$ cat src/rtl/cmsdk_ahb_mem_pkg.sv
// Shared types and constants for the AHB / secondary memory arbiter.
// Holds the FSM state enum, the HTRANS and HSIZE codes, and the address field widths.
package cmsdk_ahb_mem_pkg;

    typedef enum logic [1:0] {
        IDLE,
        WR,
        RD_ISSUE,
        RD_DATA
    } state_t;

    typedef enum logic [1:0] {
        HTRANS_IDLE   = 2'b00,
        HTRANS_BUSY   = 2'b01,
        HTRANS_NONSEQ = 2'b10,
        HTRANS_SEQ    = 2'b11
    } htrans_t;

    localparam int unsigned BANK_W = 4;
    localparam int unsigned WORD_W = 22;

    localparam logic [2:0] HSIZE_BYTE = 3'b000;
    localparam logic [2:0] HSIZE_HALF = 3'b001;
    localparam logic [2:0] HSIZE_WORD = 3'b010;

endpackage

$ cat src/rtl/cmsdk_ahb_mem_bank_dec.sv
// Combinational decode of bank number into a one-hot chip select, and of transfer
// size and byte lane into byte enables.
module cmsdk_ahb_mem_bank_dec
    import cmsdk_ahb_mem_pkg::*;
(
    input  logic                      en,
    input  logic [BANK_W-1:0]         bank,
    input  logic                      full_word,
    input  logic [2:0]                size,
    input  logic [1:0]                lane,
    output logic [(1 << BANK_W)-1:0]  cs,
    output logic [3:0]                be
);

    always_comb begin
        cs = '0;
        if (en) begin
            cs[bank] = 1'b1;
        end
        be = '1;
        // Secondary accesses are always full words, whatever HSIZE/lane happen to hold.
        if (!full_word) begin
            case (size)
                HSIZE_BYTE: be = 4'b0001 << lane;
                HSIZE_HALF: be = 4'b0011 << {lane[1], 1'b0};
                default:    be = '1;
            endcase
        end
    end

endmodule

$ cat src/rtl/cmsdk_ahb_mem_arbiter.sv
// Arbitrates one single-ported 16-bank memory between the AHB slave data phase and a
// secondary word requester, with a starvation bound on the secondary's wait.
module cmsdk_ahb_mem_arbiter
    import cmsdk_ahb_mem_pkg::*;
#(
    parameter int unsigned STARVE_LIMIT = 4
) (
    input  logic                      HCLK,
    input  logic                      HRESETn,
    input  logic                      HSEL,
    input  logic                      HREADY,
    input  logic                      HWRITE,
    input  logic [1:0]                HTRANS,
    input  logic [2:0]                HSIZE,
    input  logic [31:0]               HADDR,
    input  logic [31:0]               HWDATA,
    output logic                      HREADYOUT,
    output logic                      HRESP,
    output logic [31:0]               HRDATA,
    input  logic                      sec_req,
    input  logic                      sec_write,
    input  logic [BANK_W+WORD_W-1:0]  sec_addr,
    input  logic [31:0]               sec_wdata,
    output logic                      sec_gnt,
    output logic                      sec_rvalid,
    output logic [31:0]               sec_rdata,
    output logic [WORD_W-1:0]         mem_addr,
    output logic [31:0]               mem_wdata,
    output logic [3:0]                mem_be,
    output logic                      mem_w_en,
    output logic                      mem_r_en,
    output logic [(1 << BANK_W)-1:0]  mem_cs,
    input  logic [31:0]               mem_rdata
);

    state_t      state;
    logic [27:0] a_addr;
    logic [2:0]  a_size;
    logic [3:0]  wait_cnt;

    logic accept, ahb_req, starve, ahb_gnt, phase_done;
    logic [BANK_W-1:0] bank;
    logic [3:0] unused_haddr;

    assign unused_haddr = HADDR[31:28];

    assign accept     = HSEL && HREADY &&
                        (htrans_t'(HTRANS) == HTRANS_NONSEQ || htrans_t'(HTRANS) == HTRANS_SEQ);
    assign ahb_req    = (state == WR) || (state == RD_ISSUE);
    assign starve     = sec_req && (wait_cnt >= 4'(STARVE_LIMIT));
    assign ahb_gnt    = ahb_req && !starve;
    assign sec_gnt    = sec_req && (!ahb_req || starve);
    assign phase_done = (state == IDLE) || (state == RD_DATA) || (state == WR && ahb_gnt);

    assign mem_w_en  = (ahb_gnt && state == WR) || (sec_gnt && sec_write);
    assign mem_r_en  = (ahb_gnt && state == RD_ISSUE) || (sec_gnt && !sec_write);
    assign mem_addr  = ahb_gnt ? a_addr[23:2] : sec_addr[WORD_W-1:0];
    assign mem_wdata = ahb_gnt ? HWDATA : sec_wdata;
    assign bank      = ahb_gnt ? a_addr[27:24] : sec_addr[BANK_W+WORD_W-1:WORD_W];

    assign HREADYOUT = (state == IDLE) || (state == RD_DATA) || (state == WR && ahb_gnt);
    assign HRESP     = 1'b0;
    assign HRDATA    = mem_rdata;
    assign sec_rdata = mem_rdata;

    cmsdk_ahb_mem_bank_dec u_bank_dec (
        .en        (mem_w_en || mem_r_en),
        .bank      (bank),
        .full_word (!ahb_gnt),
        .size      (a_size),
        .lane      (a_addr[1:0]),
        .cs        (mem_cs),
        .be        (mem_be)
    );

    always_ff @(posedge HCLK or negedge HRESETn) begin
        if (!HRESETn) begin
            state      <= IDLE;
            a_addr     <= '0;
            a_size     <= '0;
            wait_cnt   <= '0;
            sec_rvalid <= 1'b0;
        end else begin
            // A read that wins the port moves on; any finished data phase may take the next transfer.
            if (state == RD_ISSUE && ahb_gnt) begin
                state <= RD_DATA;
            end else if (phase_done) begin
                if (accept) begin
                    state  <= HWRITE ? WR : RD_ISSUE;
                    a_addr <= HADDR[27:0];
                    a_size <= HSIZE;
                end else begin
                    state <= IDLE;
                end
            end

            if (!sec_req || sec_gnt) begin
                wait_cnt <= '0;
            end else if (wait_cnt != 4'hF) begin
                wait_cnt <= wait_cnt + 4'd1;
            end

            sec_rvalid <= sec_gnt && !sec_write;
        end
    end

endmodule

$ cat config.mk
export PLATFORM = sky130hd
export DESIGN_NAME = cmsdk_ahb_mem_arbiter
export DESIGN_NICKNAME = d
export VERILOG_FILES = /design/src/rtl/cmsdk_ahb_mem_pkg.sv /design/src/rtl/cmsdk_ahb_mem_bank_dec.sv /design/src/rtl/cmsdk_ahb_mem_arbiter.sv
export SDC_FILE = /design/constraint.sdc
export NUM_CORES = 1
export LEC_CHECK = 0
export ABC_AREA = 0
export BUFFER_PORTS_ARGS = -buffer_cell sky130_fd_sc_hd__buf_2
export CELL_PAD_IN_SITES_DETAIL_PLACEMENT = 1
export CELL_PAD_IN_SITES_GLOBAL_PLACEMENT = 1
export CORE_UTILIZATION = 28
export DETAILED_ROUTE_END_ITERATION = 12
export MAX_ROUTING_LAYER = met4
export PLACE_DENSITY = 0.81
export SLEW_MARGIN = 20
export SYNTH_ARGS = -nofsm -noshare
export SYNTH_HDL_FRONTEND = slang
export SYNTH_SLANG_ARGS = --single-unit
$ cat constraint.sdc
create_clock -name HCLK -period 2.13 [get_ports HCLK]
set_clock_uncertainty 0.15 [all_clocks]
set_input_delay 0.1065 -clock HCLK [delete_from_list [all_inputs] [get_ports HCLK]]
set_output_delay 0.1065 -clock HCLK [all_outputs]
set_load 0.01 [all_outputs]
After elaboration in Yosys (flattened, before gate mapping) --
Index checks and enable logic that the tools add are counted.
Storage, ports and cells: register bits after elaboration 38, bits of input ports 166, output and inout bits 144, logic and storage cells 61
Cells by class: add/subtract/negate cells 1, order comparisons 3, equal/unequal tests 7, shift-type cells 2, multiplexer cells 14, bitwise gates (word level) 1, reductions and logical operators 28
Operators by type and width (count):
- 32-bit 2-to-1 mux | 1
- 22-bit 2-to-1 mux | 1
- 16-bit 2-to-1 mux | 1
- 4-bit 2-to-1 mux | 4
- 1-bit logical AND | 10
- 1-bit logical OR | 9
- 2-bit == test (second input constant) | 4
- 2-bit 2-to-1 mux | 4
- 4-bit one-hot mux with 2 select lines | 1
- 4-bit by 5-bit less-than comparator with 1-bit output (second input constant) | 1
- 4-bit by 1-bit adder with 4-bit output (second input constant) | 1
- 1-bit demux with 4-bit select | 1
- 4-bit by 1-bit greater-or-equal comparator with 1-bit output (second input constant) | 1
- 4-bit by 3-bit greater-or-equal comparator with 1-bit output (second input constant) | 1
- 1-bit zero test | 4
- 4-bit != test (second input constant) | 1
- 2-bit nonzero test | 2
- 1-bit by 2-bit << shifter with 4-bit output (first input constant) | 1
- 2-bit by 2-bit << shifter with 4-bit output (first input constant) | 1
- 3-bit by 1-bit == test with 1-bit output (second input constant) | 1
- 3-bit zero test | 1
- 3-bit AND reduction | 1
- 2-bit by 1-bit == test with 1-bit output (second input constant) | 1
- 2-bit zero test | 1
- 2 further kinds | 2

Longest topological paths before layout --
Gate-level depths: netlist of the first run.
depth after elaboration 10, gate-level depth with buffers 7, depth with buffers taken out 5

Modules after synthesis --
Synthesis of the first run repeated with hierarchy kept, for this count alone.
Unflattened totals: cells, all modules 417, area, all modules 3988.8 um2
By module, submodules not included:
- cmsdk_ahb_mem_arbiter | instances 1, cells each 386, area an instance 3832.4 um2, sequential area each 950.9 um2
- cmsdk_ahb_mem_bank_dec | instances 1, cells each 31, area an instance 156.4 um2, sequential area each 0.0 um2

Worst setup path before layout of the first run --
OpenSTA, ideal clock, no wires.
kind register to output, start point register state[0], end point output mem_cs[10], arrival time 1652 ps, required time 1874 ps, setup slack 222 ps, cell stages (with the launch flop) 7, path buffers 1, cells stage by stage dfrtp_1 inv_1 ha_1 o31ai_1 o21a_1 buf_2 a21oi_1
Between the ends: cells in the longest elaborated chain, start to end 9, elaborated cells between the ends (all ways) 21, classes of those cells 2 x order compare; 2 x eq/ne; 4 x mux; 13 x reduce/logical
RTL lines:
- from (decl) | RTL line cmsdk_ahb_mem_arbiter.sv:36 | state_t state;
- from (signal assigned) | RTL line cmsdk_ahb_mem_arbiter.sv:89 | state <= HWRITE ? WR : RD_ISSUE;
- 2-bit by 1-bit == test with 1-bit output / 2-bit == test (equally long branches) | RTL line cmsdk_ahb_mem_arbiter.sv:49, cmsdk_ahb_mem_arbiter.sv:55, cmsdk_ahb_mem_arbiter.sv:56
- 1-bit logical OR | RTL line cmsdk_ahb_mem_arbiter.sv:49 | assign ahb_req = (state == WR) || (state == RD_ISSUE);
- 1-bit logical AND / 1-bit zero test (equally long branches) | RTL line cmsdk_ahb_mem_arbiter.sv:51, cmsdk_ahb_mem_arbiter.sv:52
- 4-bit 2-to-1 mux / 1-bit logical OR (equally long branches) | RTL line cmsdk_ahb_mem_arbiter.sv:59, cmsdk_ahb_mem_arbiter.sv:52
- 4-bit by 5-bit less-than comparator with 1-bit output (not written as such) (tied with other cells) | RTL line cmsdk_ahb_mem_bank_dec.sv:18 | cs[bank] = 1'b1;
- 1-bit logical AND (on tied branches) | RTL line cmsdk_ahb_mem_bank_dec.sv:18, cmsdk_ahb_mem_arbiter.sv:55, cmsdk_ahb_mem_arbiter.sv:56
- 1-bit 2-to-1 mux (not written as such) (tied with other cells) | RTL line cmsdk_ahb_mem_bank_dec.sv:18
- 1-bit demux with 4-bit select / 1-bit logical OR (equally long branches)
- 16-bit 2-to-1 mux (*) | RTL line cmsdk_ahb_mem_bank_dec.sv:17 | if (en) begin
- to (decl) | RTL line cmsdk_ahb_mem_arbiter.sv:32 | output logic [(1 << BANK_W)-1:0] mem_cs,
Mark *: on every way between the ends. The rest lies on a longest branch, timed or not.

Worst setup path after layout of the first run --
start point register state[1], end point output mem_cs[13]
Same word-level chain as after synthesis.

==> metrics.txt, run 1 <==
dpl ws -0.143 ns; gr ovfl total 0; NetSw 1.33 mW; Async SR Flop Fraction between 90% and 100%; ys flop type dfrtp_1; register area share after synthesis 23.8%; CTS tree done; most common cell in the netlist buf_4; Power, Total approximately 3.6 mW; Yosys cell types 34; layout cell share with drive strength beyond 1 55.8%; Crit. End Element output pin; initial core utilization 28.8%; Die W 121 um; Pwr per Cell Area just under 600 nW/um^2; Critical Path RT approximately 1.9 ns; detail-routed via count per cell approximately 5.4; Synth Register Bits 38; max frequency 435 MHz; clk buf depth 2; CP arrival 2.04 ns; cell accounting for the most synthesized area dfrtp_1; Post-synth EDFFs 0; commonest cells in the netlist buf_4 (73), mux2_2 (68), dfrtp_1 (38), nand4_1 (32), o211ai_1 (29); Final setup viols 63; Layout fillers 1,613; clock-pin transition on the worst setup and hold timing paths 0.07 ns; sequential share of power 32.0%; Clock Root Buffer clkbuf_16; dpl cells approximately 760; Pleak 2.75 nW; startpoint types flop; Core Util, Final 44.6%; WHS between 0.005 and 0.006 ns; Die Y about 120 um; final std cells w/o fill 825; max_cap viols 0; DP Area roughly 4800 um^2; GP Congestion between 0.8 and 0.9; crit path time final 2.30 ns; fin worst setup slack -0.166 ns; min-delay worst type input port to flop; Post-Route WL 17,200 um; Antenna diodes 0; worst-path maximum fanout 12; area grow syn2layout 54.9%; port bufs 207; Sw Ratio 37.0%; first-pass GRT wire length 23,500 um; row cnt 43; Synth Instances 458; final hold vios 0; Setup TNS -3.37 ns; ranking of synthesized cells by area dfrtp_1 (24%), mux2_2 (19%), buf_4 (14%); vias in the first global route 4,644; Synth Cell Area 3990 um^2; DRC viols 0; drt pass-1 iters 4; relative slew slack about a third; Final ANT Viol Nets 0; Via Count ~4,400; RSZ-0062 raised after global routing yes; CTS Buf Count 5; largest net degree at the start of global routing 64; Syn Area/Cell ~8.7 um^2; VDD IR max 0.247 mV; Combinational Power Share between 40% and 50%; initial antenna violation count 0; critical path class flop to output pin; Tightest Pin Transition 1.01 ns; initial DRC count between 200 and 250; Synth top area share between 20% and 30%; outcome finished with violations; GR Util All Layers 20.8%; fin. max-slew vios 0; Nets 813; die area 14,700 um^2; core area 13,900 um^2; clock network power share 21.4%; period utilization 108%; failing checks setup timing; io pins 310; post-DP HPWL around 11,000 um; worst skew pair latency slightly below 0.3 ns; warning count from the yosys run 0; fin area 6190 um^2; Clock Sinks 38; total internal power about 2.3 mW; H-tree levels 2; drt wl/cell around 21 um
[layer usage]
| layer | up-vias | wire [um] | global-route usage [%] |
|---|---|---|---|
| li1 | 2002 | - | - |
| met1 | 2207 | 6900 | 24.1 |
| met2 | 195 | 8970 | 36.0 |
| met3 | 38 | 929 | 3.57 |
| met4 | 0 | 382 | 7.18 |
| met5 | - | 0 | - |
[critical path, cell delays in order, from the launching register on]
cell	delay (ns)
dfrtp_1	0.43
ha_4	0.27
buf_6	0.15
or4_1	0.53
a21oi_1	0.20
buf_2	0.17
[power by group through the flow]
stage,Combinational [mW],Sequential (mW),Clock (mW)
after global routing,1.81,1.17,0.810
final,1.67,1.15,0.769
after floorplan,0.914,1.07,0
after detailed placement,1.25,1.14,0
after global placement,1.17,1.12,0
after CTS,1.47,1.14,0.781
[worst paths after layout]
path / start / to / slack, ns / cells past startpoint
worst max-delay path: state[1] / mem_cs[13] / -0.17 / 5
worst min-delay path: HADDR[0] / a_addr[0] / 0.005 / 3
worst max register to register: state[1] / a_addr[2] / 0.17 / 6
worst min register to register: wait_cnt[0] / wait_cnt[0] / 0.30 / 1
max in group asynchronous: HRESETn / wait_cnt[2] / 0.81 / 2
min in group asynchronous: HRESETn / a_addr[2] / 0.38 / 2
[area by class of cell]
| class | instances | area, um^2 | share of cell area (%) |
|---|---|---|---|
| clock buffer | 6 | 129 | 2.08 |
| clock inverter | 2 | 13.8 | 0.222 |
| multi-input combinational | 297 | 2590 | 41.9 |
| sequential | 38 | 951 | 15.4 |
| timing repair buffer | 282 | 2190 | 35.4 |
| tap | 180 | 225 | 3.64 |
| inverter | 20 | 87.6 | 1.42 |
[placed cells by master, fill, tap and decap left out, types with 18 or more instances in the layout]
cell / count
nand4_1: 32
dfrtp_1: 38
inv_1: 18
buf_4: 26
buf_2: 161
nand3_1: 19
mux2_2: 28
nand2_1: 18
dlygate4sd3_1: 31
o211ai_1: 29
mux2_4: 40
buf_6: 50
[registers in the layout (all words and copies together), names as in the netlist]
name and cells:
a_addr 28, wait_cnt 4, a_size 3, state 2, sec_rvalid 1
[cell families (layout without fill, tap and decap cells)]
kind of cell / after synthesis / count (layout) / share of synthesized area [%]
simple gates: 128 / 128 / 18.6
buf+inv: 124 / 310 / 19.1
mux: 85 / 85 / 23.4
compound gates: 78 / 78 / 13.8
flops: 38 / 38 / 23.8
fa+ha+maj: 3 / 3 / 0.940
other cells: 1 / 2 / 0.0939
xor+xnor: 1 / 1 / 0.219
[what timing repair did]
action                     in CTS  in global routing
hold endpoints to repair       68                  1
cloned                          3                  5
setup endpoints to repair      91                 79
hold buffers                   30                  1
pin swaps                       6                  4
buffers inserted               18                  0
resized for setup              63                 77
Note: power is estimated with default switching activity, not from simulation.
==> inputs of run 2 (changes only) <==
--- a/config.mk
+++ b/config.mk
@@ -7,12 +7,11 @@
 export LEC_CHECK = 0
 export ABC_AREA = 0
 export BUFFER_PORTS_ARGS = -buffer_cell sky130_fd_sc_hd__buf_2
-export CELL_PAD_IN_SITES_DETAIL_PLACEMENT = 1
-export CELL_PAD_IN_SITES_GLOBAL_PLACEMENT = 1
-export CORE_UTILIZATION = 28
+export CORE_AREA = 2 2 121 123
 export DETAILED_ROUTE_END_ITERATION = 12
+export DIE_AREA = 0 0 123 125
 export MAX_ROUTING_LAYER = met4
-export PLACE_DENSITY = 0.81
+export PLACE_DENSITY = 0.59
 export SLEW_MARGIN = 20
 export SYNTH_ARGS = -nofsm -noshare
 export SYNTH_HDL_FRONTEND = slang
==> metrics.txt, run 2 <==
Halt Stage detailed routing (5_2_route); largest net degree at the start of global routing 64 (unchanged); Clock Sinks 38 (unchanged); warning count from the yosys run 0 (unchanged); Yosys cell types 34 (unchanged); last worst endpoint in the global-route repair_timing mem_addr[17]; outcome did not finish (was finished with violations); Die W 123 um (was 121 um); Synth Instances 458 (unchanged); initial core utilization 28.1% (was 28.8%); ranking of synthesized cells by area dfrtp_1 (24%), mux2_2 (19%), buf_4 (14%) (unchanged); H-tree levels 2 (unchanged); gr ovfl total 0 (unchanged); Synth top area share 23.8% (unchanged); row cnt 44 (was 43); post-DP HPWL 10,200 um (was 10,900 um); dpl ws 0.0487 ns (was -0.143 ns); Synth Register Bits 38 (unchanged); GR Util All Layers 20.2% (was 20.8%); first-pass GRT wire length 23,500 um (about the same); commonest cells in the netlist buf_4 (73), mux2_2 (68), dfrtp_1 (38), nand4_1 (32), o211ai_1 (29) (unchanged); clk buf depth 2 (unchanged); Synth Cell Area 3990 um^2 (unchanged); cell accounting for the most synthesized area dfrtp_1 (unchanged); most common cell in the netlist buf_4 (unchanged); Die Y 125 um (was 121 um); Async SR Flop Fraction 100% (unchanged); WEP type output port; CTS Buf Count 5 (unchanged); port bufs 207 (unchanged); register area share after synthesis 23.8% (unchanged); io pins 310 (unchanged); GP Congestion 0.940 (was 0.864); Syn Area/Cell 8.72 um^2 (unchanged); initial antenna violation count 2 (was 0); Log Error [ERROR DRT-0255] Maze Route cannot find path of net mem_rdata[5] in worker of routeBox ( 96600 0 ) ( 123000 48300 ).; Clock Root Buffer clkbuf_16 (unchanged); ys flop type dfrtp_1 (unchanged); Post-synth EDFFs 0 (unchanged); vias in the first global route 4,384 (was 4,644)
==> run 2: cell counts after synthesis <==
No cell type changed its count.
==> run 2: per-stage QoR <==
step                      instance area, um^2  std cells
after floorplan                          4000        459
after global placement                   4830        772
after detailed placement                 4830        772
after CTS                                6150        834
after global routing                     6390        838
==> run 2: kinds of logic after synthesis <==
family,synth area share (%)
and+or+nand+nor,18.6
buffers and inverters,19.1
muxes,23.4
AOI/OAI and AO/OA,13.8
DFF,23.8
adders and majority gates,0.940
other,0.0939
xor gates and xnor gates,0.219
==> run 2: timing repair <==
item	4_1_cts	5_1_grt
setup buffers	14	1
hold endpoints to repair	72	0
hold buffers	34	0
endpoints found under the setup margin	77	90
gates resized for setup	111	51
cloned	7	2
pin swaps	5	3
==> run 2: metal layers <==
metal,track usage [%]
met1,24.6
met4,7.82
met5,-
met3,4.79
met2,32.1
==> inputs of run 3 (changes only) <==
--- a/config.mk
+++ b/config.mk
@@ -7,11 +7,10 @@
 export LEC_CHECK = 0
 export ABC_AREA = 0
 export BUFFER_PORTS_ARGS = -buffer_cell sky130_fd_sc_hd__buf_2
-export CORE_AREA = 2 2 121 123
+export CORE_AREA = 2 2 119 121
 export DETAILED_ROUTE_END_ITERATION = 12
-export DIE_AREA = 0 0 123 125
-export MAX_ROUTING_LAYER = met4
-export PLACE_DENSITY = 0.59
+export DIE_AREA = 0 0 121 123
+export PLACE_DENSITY_LB_ADDON = 0.15
 export SLEW_MARGIN = 20
 export SYNTH_ARGS = -nofsm -noshare
 export SYNTH_HDL_FRONTEND = slang
==> metrics.txt, run 3 (synthesis gave the netlist of run 1 again) <==
Antenna diodes 0; final std cells w/o fill roughly 830; area grow syn2layout 55.7%; Final setup viols 50; outcome finished with violations (was did not finish); worst skew pair latency 0.28 ns; Regs by FF count a_addr (28), wait_cnt (4), a_size (3); dpl cells 764 (was 772); NetSw 1.22 mW; crit path time final 2.21 ns; relative slew slack 44.7%; Post-Route WL about 16,000 um; Die Y 123 um (was 125 um); CTS tree done; detail-routed via count per cell 5.09; drt pass-1 iters 4; final hold vios 0; first-pass GRT wire length 22,000 um (was 23,500 um); FF/Latch Area 952 um^2; sequential share of power 32.3%; min-delay worst type input port to flop; total internal power between 2 and 2.5 mW; clock network power share 21.3%; Pleak roughly 2.8 nW; Sw Ratio 34.7%; failing checks setup timing; RSZ-0062 raised after global routing yes; core area roughly 14,000 um^2; max frequency between 400 and 500 MHz; max_cap viols 0; critical path class flop to output pin; fin. max-slew vios 0; H-tree levels 2 (unchanged); area occupied by multi-input gates 2610 um^2; GR Util All Layers 19.0% (was 20.2%); Clock Sinks 38 (unchanged); largest net degree at the start of global routing 64 (unchanged); Nets 815; Worst R2R End a_addr[6]; io pins 310 (unchanged); worst-path maximum fanout 9; fin worst setup slack -0.0790 ns; worst-case reg-to-reg path depth 6; initial core utilization 29.3% (was 28.1%); gr ovfl total 0 (unchanged); RR Startpoint state[1]; WHS 0.0354 ns; Die W 121 um (was 123 um); startpoint types flop; Worst R2R Setup Slack 0.25 ns; Worst Hold Endpoint wait_cnt[2]; GP Congestion 0.787 (was 0.940); clk buf depth 2 (unchanged); CP arrival just under 2 ns; port bufs 207 (unchanged); Clock Root Buffer clkbuf_16 (unchanged); Critical Path RT roughly 1.9 ns; Tightest Pin Transition 0.829 ns; Combinational Power Share 46.4%; row cnt 43 (was 44); drt wl/cell roughly 19 um; Layout fillers 1,313; Pwr per Cell Area between 500 and 600 nW/um^2; post-DP HPWL 10,400 um (was 10,200 um); layout cell share with drive strength beyond 1 56.1%; most frequent cells in the layout buf_2 (163), buf_6 (49), mux2_4 (44), dfrtp_1 (37), dlygate4sd3_1 (34); Final ANT Viol Nets 0; max reg flops 28; most flop-heavy register a_addr; hold wc startpoint sec_req; Via Count ~4,200; die area approximately 15,000 um^2; initial antenna violation count 2 (unchanged); CTS Buf Count 5 (unchanged); Crit. End Element output pin; commonest non-fill, non-tap cell in the layout buf_2; period utilization 104%; vias in the first global route 4,033 (was 4,384); dpl ws -0.0363 ns (was 0.0487 ns); worst hold stages 2; clock-pin transition on the worst setup and hold timing paths 0.06 ns; initial DRC count 293; VDD IR max about 0.29 mV; DRC viols 0
run 3: metrics by stage:
| step | total power [mW] | instance area, um^2 | util, % | setup TNS, ns |
|---|---|---|---|---|
| 2_1_floorplan | 1.98 | 4000 | - | 0 |
| 3_3_place_gp | 2.32 | 4810 | 35.3 | 0 |
| 3_5_place_dp | 2.35 | 4810 | 35.3 | -0.209 |
| 4_1_cts | 3.35 | 5780 | 42.4 | -2.40 |
| 5_1_grt | 3.73 | 6220 | 45.7 | -4.54 |
| 6_report | 3.51 | 6220 | 45.7 | -1.45 |
run 3: worst max path at each step:
stage | slack [ns] | cells past startpoint | to | from
2_1_floorplan | 0.22 | 6 | mem_cs[10] | state[0]
3_3_place_gp | 0.01 | 3 | a_addr[3] | wait_cnt[2]
3_5_place_dp | -0.04 | 3 | a_addr[13] | wait_cnt[2]
4_1_cts | -0.08 | 5 | mem_cs[14] | state[1]
5_1_grt | -0.12 | 7 | mem_wdata[27] | state[0]
6_report | -0.08 | 7 | mem_wdata[27] | state[0]
run 3: power groups by stage:
stage | Sequential [mW] | Combinational, mW | Clock (mW)
after detailed placement | 1.14 | 1.22 | 0
after CTS | 1.13 | 1.45 | 0.760
after floorplan | 1.07 | 0.914 | 0
after global placement | 1.13 | 1.19 | 0
final | 1.13 | 1.63 | 0.747
after global routing | 1.17 | 1.78 | 0.780
run 3: timing repair:
action                     in CTS  in global routing
hold endpoints to repair       65                  0
setup endpoints to repair      91                 77
pin swaps                       5                 10
hold buffers                   34                  0
buffers inserted               15                  2
gates cloned                    4                  4
resized for setup              57                 83
run 3: layout make-up:
class / instances / share of cell area [%]
inverter: 20 / 1.29
timing repair buffer: 284 / 35.6
multi-input combinational: 297 / 42.0
tap: 180 / 3.62
clock buffer: 6 / 2.23
sequential: 38 / 15.3
run 3: routing by layer:
| metal | global-route usage [%] | share of wire, % | vias to the layer above |
|---|---|---|---|
| met2 | 32.9 | 50 | 160 |
| met1 | 24.3 | 41 | 1991 |
| met5 | 0 | 0.070 | - |
| met3 | 2.81 | 6.0 | 45 |
| li1 | - | - | 2002 |
| met4 | 6.03 | 2.9 | 2 |
run 3: critical path: stages, from the launching register on:
cell and delay, ns:
dfrtp_1 0.39, inv_2 0.08, ha_4 0.23, nor2_4 0.15, buf_12 0.18, buf_16 0.16, mux2_2 0.34, buf_2 0.15
